==> config.mk <==
export PLATFORM = sky130hd
export DESIGN_NAME = lvds_rx_align_ctrl
export DESIGN_NICKNAME = d
export VERILOG_FILES = /design/src/rtl/lvds_rx_align_ctrl.sv
export SDC_FILE = /design/constraint.sdc
export NUM_CORES = 1
export LEC_CHECK = 0
export ABC_AREA = 1
export ABC_CLOCK_PERIOD_IN_PS = 3700
export CORE_MARGIN = 4
export CORE_UTILIZATION = 35
export DETAILED_ROUTE_END_ITERATION = 10
export DONT_BUFFER_PORTS = 1
export SYNTH_ARGS = -nofsm -noshare
export SYNTH_HDL_FRONTEND = slang
export SYNTH_SLANG_ARGS = --single-unit
==> constraint.sdc <==
create_clock -name I_clk -period 3.7 [get_ports I_clk]
set_input_delay 0.74 -clock I_clk [delete_from_list [all_inputs] [get_ports I_clk]]
set_output_delay 0.74 -clock I_clk [all_outputs]
set_load 0.02 [all_outputs]
==> src/rtl/lvds_rx_align_ctrl.sv <==
// Word-alignment controller for a 9-channel LVDS receiver: resets the bitslip
// counters, then slips each channel until it sees PATTERN for MATCH_CNT words.
// Optional: define RXALIGN_AUTO_RESTART_EN to start alignment on a rising I_rx_locked in IDLE.
module lvds_rx_align_ctrl #(
  parameter logic [9:0] PATTERN    = 10'h3C5,
  parameter int         SETTLE_CYC = 8,
  parameter int         MATCH_CNT  = 16
) (
  input  logic        I_clk,
  input  logic        I_rst_n,
  input  logic        I_rx_locked,
  input  logic [89:0] I_rx_word,
  input  logic        I_start,
  output logic [8:0]  O_cda_reset,
  output logic [8:0]  O_cda,
  output logic        O_busy,
  output logic        O_aligned,
  output logic        O_align_err,
  output logic [8:0]  O_chan_ok
);

  localparam logic [2:0] S_IDLE    = 3'd0;
  localparam logic [2:0] S_CDA_RST = 3'd1;
  localparam logic [2:0] S_SETTLE  = 3'd2;
  localparam logic [2:0] S_CHECK   = 3'd3;
  localparam logic [2:0] S_SLIP    = 3'd4;
  localparam logic [2:0] S_NEXT    = 3'd5;
  localparam logic [2:0] S_DONE    = 3'd6;
  localparam logic [2:0] S_ERR     = 3'd7;

  localparam int CW = 16;

  logic [2:0]    state_q, state_d;
  logic [3:0]    ch_q, ch_d;
  logic [3:0]    slip_q, slip_d;
  logic [CW-1:0] cnt_q, cnt_d;
  logic [8:0]    chan_ok_q, chan_ok_d;
  logic [9:0]    chan_word;
  logic          start_ev;

`ifdef RXALIGN_AUTO_RESTART_EN
  logic locked_q;

  // Resetting to 0 makes the first lock after reset count as a rising edge.
  always_ff @(posedge I_clk or negedge I_rst_n) begin
    if (!I_rst_n) locked_q <= 1'b0;
    else          locked_q <= I_rx_locked;
  end

  assign start_ev = I_start | (I_rx_locked & ~locked_q);
`else
  assign start_ev = I_start;
`endif

  always_comb begin
    chan_word = '0;
    for (int n = 0; n < 9; n++) begin
      if (ch_q == 4'(n)) chan_word = I_rx_word[n*10 +: 10];
    end
  end

  always_comb begin
    // NOTE: every next-state signal gets its hold value first so no path leaves it unassigned (no latches).
    state_d   = state_q;
    ch_d      = ch_q;
    slip_d    = slip_q;
    cnt_d     = cnt_q;
    chan_ok_d = chan_ok_q;

    if (!I_rx_locked) begin
      // Lock loss overrides everything except IDLE, which is already clean.
      state_d   = S_IDLE;
      ch_d      = '0;
      slip_d    = '0;
      cnt_d     = '0;
      chan_ok_d = '0;
    end else begin
      case (state_q)
        S_IDLE: begin
          if (start_ev) begin
            state_d = S_CDA_RST;
            cnt_d   = '0;
          end
        end
        S_CDA_RST: begin
          ch_d      = '0;
          slip_d    = '0;
          chan_ok_d = '0;
          if (cnt_q == CW'(1)) begin
            state_d = S_SETTLE;
            cnt_d   = '0;
          end else begin
            cnt_d = cnt_q + 1'b1;
          end
        end
        S_SETTLE: begin
          if (cnt_q == CW'(SETTLE_CYC - 1)) begin
            state_d = S_CHECK;
            cnt_d   = '0;
          end else begin
            cnt_d = cnt_q + 1'b1;
          end
        end
        S_CHECK: begin
          if (chan_word != PATTERN) begin
            state_d = S_SLIP;
            cnt_d   = '0;
          end else if (cnt_q == CW'(MATCH_CNT - 1)) begin
            state_d = S_NEXT;
            cnt_d   = '0;
          end else begin
            cnt_d = cnt_q + 1'b1;
          end
        end
        S_SLIP: begin
          if (slip_q == 4'd9) begin
            state_d = S_ERR;
          end else begin
            slip_d  = slip_q + 4'd1;
            state_d = S_SETTLE;
            cnt_d   = '0;
          end
        end
        S_NEXT: begin
          chan_ok_d = chan_ok_q | (9'd1 << ch_q);
          if (ch_q == 4'd8) begin
            state_d = S_DONE;
          end else begin
            ch_d    = ch_q + 4'd1;
            slip_d  = '0;
            cnt_d   = '0;
            state_d = S_SETTLE;
          end
        end
        S_DONE, S_ERR: begin
          // Flags are cleared on entry so CDA_RST never shows stale results.
          if (start_ev) begin
            state_d   = S_CDA_RST;
            cnt_d     = '0;
            chan_ok_d = '0;
          end
        end
        default: state_d = S_IDLE;
      endcase
    end
  end

  always_ff @(posedge I_clk or negedge I_rst_n) begin
    if (!I_rst_n) begin
      state_q   <= S_IDLE;
      ch_q      <= '0;
      slip_q    <= '0;
      cnt_q     <= '0;
      chan_ok_q <= '0;
    end else begin
      // NOTE: non-blocking assignments so every register samples the pre-edge values.
      state_q   <= state_d;
      ch_q      <= ch_d;
      slip_q    <= slip_d;
      cnt_q     <= cnt_d;
      chan_ok_q <= chan_ok_d;
    end
  end

  // Pulses are gated by lock so a lock-loss cycle never emits a partial slip/reset.
  assign O_cda_reset = (state_q == S_CDA_RST && I_rx_locked) ? 9'h1FF : 9'h000;
  assign O_cda       = (state_q == S_SLIP && slip_q != 4'd9 && I_rx_locked) ? (9'd1 << ch_q) : 9'h000;
  assign O_busy      = (state_q == S_CDA_RST) || (state_q == S_SETTLE) || (state_q == S_CHECK) ||
                       (state_q == S_SLIP) || (state_q == S_NEXT);
  assign O_aligned   = (state_q == S_DONE);
  assign O_align_err = (state_q == S_ERR);
  assign O_chan_ok   = chan_ok_q;

endmodule

==> results.cfg <==
[floorplan]
dieArea_um2 = 10900
die_y_um = 104
die_w_um = 104
rows = 34
start_util_pct = 36.6
core_area_um2 = 8850
io_pins = 124

[critical_path]
path_max_fanout = 11
reg2reg_from = ch_q[0]
crit_type = flop to output pin
crit_path_start_kind = flop
path_buf_inv = 3
cp-end-kind = output pin
crit_path_frequent_cell = inv_1
worst_ep_required_time_ns = 2.96
startpoint = ch_q[0]
cp_top_family = simple AND/OR/NAND/NOR gates
cp_slowest_cell = nor3_1
worstPathCellList = inv_1, ha_1, inv_1, nor3_1, nand2_1, o21a_1, o21ai_2, inv_1, nand2_1, nor3_1
cp_data_arrival_time_ns = 2.74
critical-path-max-stage-delay_ns = 0.58

[cts]
insertion_delay_ns = 0.28
root_buffer = clkbuf_8
clkTransAtPathRegs_ns = 0.07
cts_tree = done
cts.htree.levels = 2
cts_resized = 0
cts_hold_buf = 0
cts_buffers = 5
cts.sinks = 36
cts.path.max_buffers = 2
post_cts_buffers = 0

[synth]
ys_warn_count = 0
synth.area.top_cells = dfrtp_1 28%, nand2_1 14%, inv_1 7.6%, nand3_1 6.9%, nor2_1 6.9%
synth_cell_types = 40
synth_seq_area_share_pct = 27.8
synth_area_um2 = 3240
synth.top_cell.area_share_pct = 27.8
synth_fp_nets = 596
synthCells = 492
synth_seq_cells = 36
synth_top_area_cell = dfrtp_1
post_synth.cell_area_avg_um2 = 6.59

[timing]
tightest_slew_ns = 0.787
fin_crit_ns = 3.48
tns_ns = 0
post-route-period-util_pct = 94.2
holdWs_ns = 0.149
fmaxAchievable_ghz = 0.287
skew_ns = 0.00799
finalHoldViolCount = 0
rsz0062_at_grt = no
finalSetupViolations = 0
maxSlewViolCount = 0
maxSlewHeadroom_pct = 47.2

[power_and_ir_drop]
p_leak_nw = 1.64
pwr-share-comb_pct = 35.7
power.switching_mw = 0.453
clkPwrFrac_pct = 25.5
peakVddDrop_v = 0.000259
p_seq_share_pct = 38.8
p_int_mw = 0.701
switching_share_pct = 39.2
p_per_area_nw_per_um2 = 343

[routing]
initialDrtViolationCount = 126
num_vias = 3063
ant_nets = 0
drt_pass1_iterations = 4
viasPerCell = 5.17
post_drt_wl_per_cell_um = 14.8
drc_errors = 0
routed_wl_um = 8740

[finish]
final_layout_size_suffix_gt1_share_pct = 11.0
antenna_cells = 0
n_fill_cell = 953
nNetsFinal = 588
syn2layout_area_growth_pct = 3.71

[place]
globalplace.congestion = 0.909
dp_hpwl_um = 7120
port_buffers = 0

[grt]
antenna_found_initial = 0
grt_max_degree = 37
first_global_vias = 2876
grt-ovfl-total = 0
track_usage_pct = 15.7
grt_pass1_wl_um = 14100

[status]
status = finished, final reports clean

[job]
maxCapViolCount = 0

[min_path]
hold_class = input pin to async pin
==> sequential cells by signal, summed over array words and instances (netlist names) <==
signal,count
O_chan_ok,9
slip_q,4
state_q,3
ch_q,4
cnt_q,16
==> power groups by stage <==
stage / clock network (mW) / logic, mW / registers (mW)
finish: 0.294 / 0.413 / 0.448
global route: 0.323 / 0.469 / 0.452
CTS: 0.308 / 0.414 / 0.447
detailed placement: 0 / 0.412 / 0.455
global placement: 0 / 0.409 / 0.452
floorplan: 0 / 0.355 / 0.447
==> layout by cell type (no fill, tap or decap), types with 6 or more instances in the layout <==
cell type / n
nand2_1: 125
inv_1: 66
nor2_1: 59
nand3_1: 45
dfrtp_1: 36
o21ai_0: 22
a21oi_1: 14
nand4_1: 11
xor2_1: 11
a21oi_2: 10
ha_1: 10
nor3_1: 9
clkbuf_8: 7
inv_2: 6
==> metrics by stage <==
step / std cells / setup slack [ns] / power, mW / instance area, um^2 / util (%)
after floorplan: 492 / 0.856 / 0.802 / 3240 / -
after global placement: 585 / 0.640 / 0.861 / 3260 / 36.9
after detailed placement: 585 / 0.534 / 0.867 / 3260 / 36.9
after CTS: 592 / 0.217 / 1.17 / 3360 / 38.0
after global routing: 592 / 0.00988 / 1.24 / 3360 / 38.0
final: 592 / 0.216 / 1.15 / 3360 / 38.0
==> final timing paths <==
check                                to  slack [ns]  depth (start not counted)
min reg2reg                   slip_q[2]        0.51                          1
min                            cnt_q[0]        0.15                          0
max                            O_cda[0]        0.22                         10
max reg2reg                  state_q[0]        0.81                         20
min in group I_clk            slip_q[2]        0.51                          1
max in group asynchronous  O_chan_ok[3]        3.47                          0
==> cells by family after synthesis <==
| family | count (synthesis) | synth area share [%] |
|---|---|---|
| compound gates | 58 | 11.4 |
| xor+xnor | 12 | 3.24 |
| fa+ha+maj | 10 | 3.86 |
| buf+inv | 92 | 13.2 |
| flops | 36 | 27.8 |
| simple gates | 284 | 40.5 |
==> cells in the mapped netlist <==
| cell type | instances |
|---|---|
| inv_2 | 6 |
| o21ai_2 | 1 |
| a31oi_1 | 1 |
| buf_4 | 8 |
| nor2_4 | 2 |
| nand2_1 | 125 |
| a311oi_1 | 1 |
| o31ai_2 | 1 |
| xnor2_1 | 1 |
| nand2_2 | 4 |
| a21oi_1 | 14 |
| dfrtp_1 | 36 |
| o21ai_0 | 22 |
| nor4b_1 | 1 |
| clkbuf_1 | 1 |
| xor2_1 | 11 |
| o211ai_1 | 1 |
| and3_1 | 1 |
| nand4_1 | 11 |
| o21ba_2 | 3 |
| a31o_2 | 1 |
| nor3_1 | 9 |
| nand3_4 | 1 |
| nor3b_1 | 5 |
| buf_6 | 6 |
| nand3_1 | 45 |
| nor2_2 | 1 |
| o21a_1 | 1 |
| nand3b_1 | 4 |
| nand2_4 | 2 |
| buf_2 | 5 |
| nor2_1 | 60 |
| or2_2 | 5 |
| inv_1 | 66 |
| a21oi_2 | 10 |
| nand3_2 | 2 |
| nor2_8 | 1 |
| nor4_1 | 5 |
| o22ai_1 | 2 |
| ha_1 | 10 |
==> per-layer routing <==
| metal | global-route usage [%] | up-vias | share of wire [%] |
|---|---|---|---|
| met5 | 0 | - | 0 |
| met4 | 3.42 | 0 | 0.59 |
| met3 | 5.40 | 4 | 9.1 |
| met2 | 27.2 | 101 | 48 |
| met1 | 18.8 | 1402 | 43 |
| li1 | - | 1556 | - |
==> layout make-up <==
class	instances	area (um^2)	share of cell area, %
well taps	108	135	4.02
repair buffers	5	37.5	1.12
inverters	72	270	8.04
clock buffers	7	96.3	2.87
multi-input cells	364	1920	57.1
flip-flops and latches	36	901	26.8
==> worst reg2reg max path, cell delays in order (launching register included) <==
cell	delay [ns]
dfrtp_1	0.41
inv_1	0.13
ha_1	0.46
nand3_4	0.21
inv_2	0.18
nand2_1	0.07
nand2_1	0.06
inv_1	0.05
nand3_1	0.08
nand3_1	0.08
nand2_1	0.07
nand2_1	0.05
nor2_1	0.12
nand2_1	0.08
nand2_2	0.09
nand3_2	0.08
nand2_2	0.09
nand2_2	0.23
nand2_1	0.16
nand2_1	0.06
nand2_1	0.08
No activity file was read; power rests on OpenSTA's default activity.
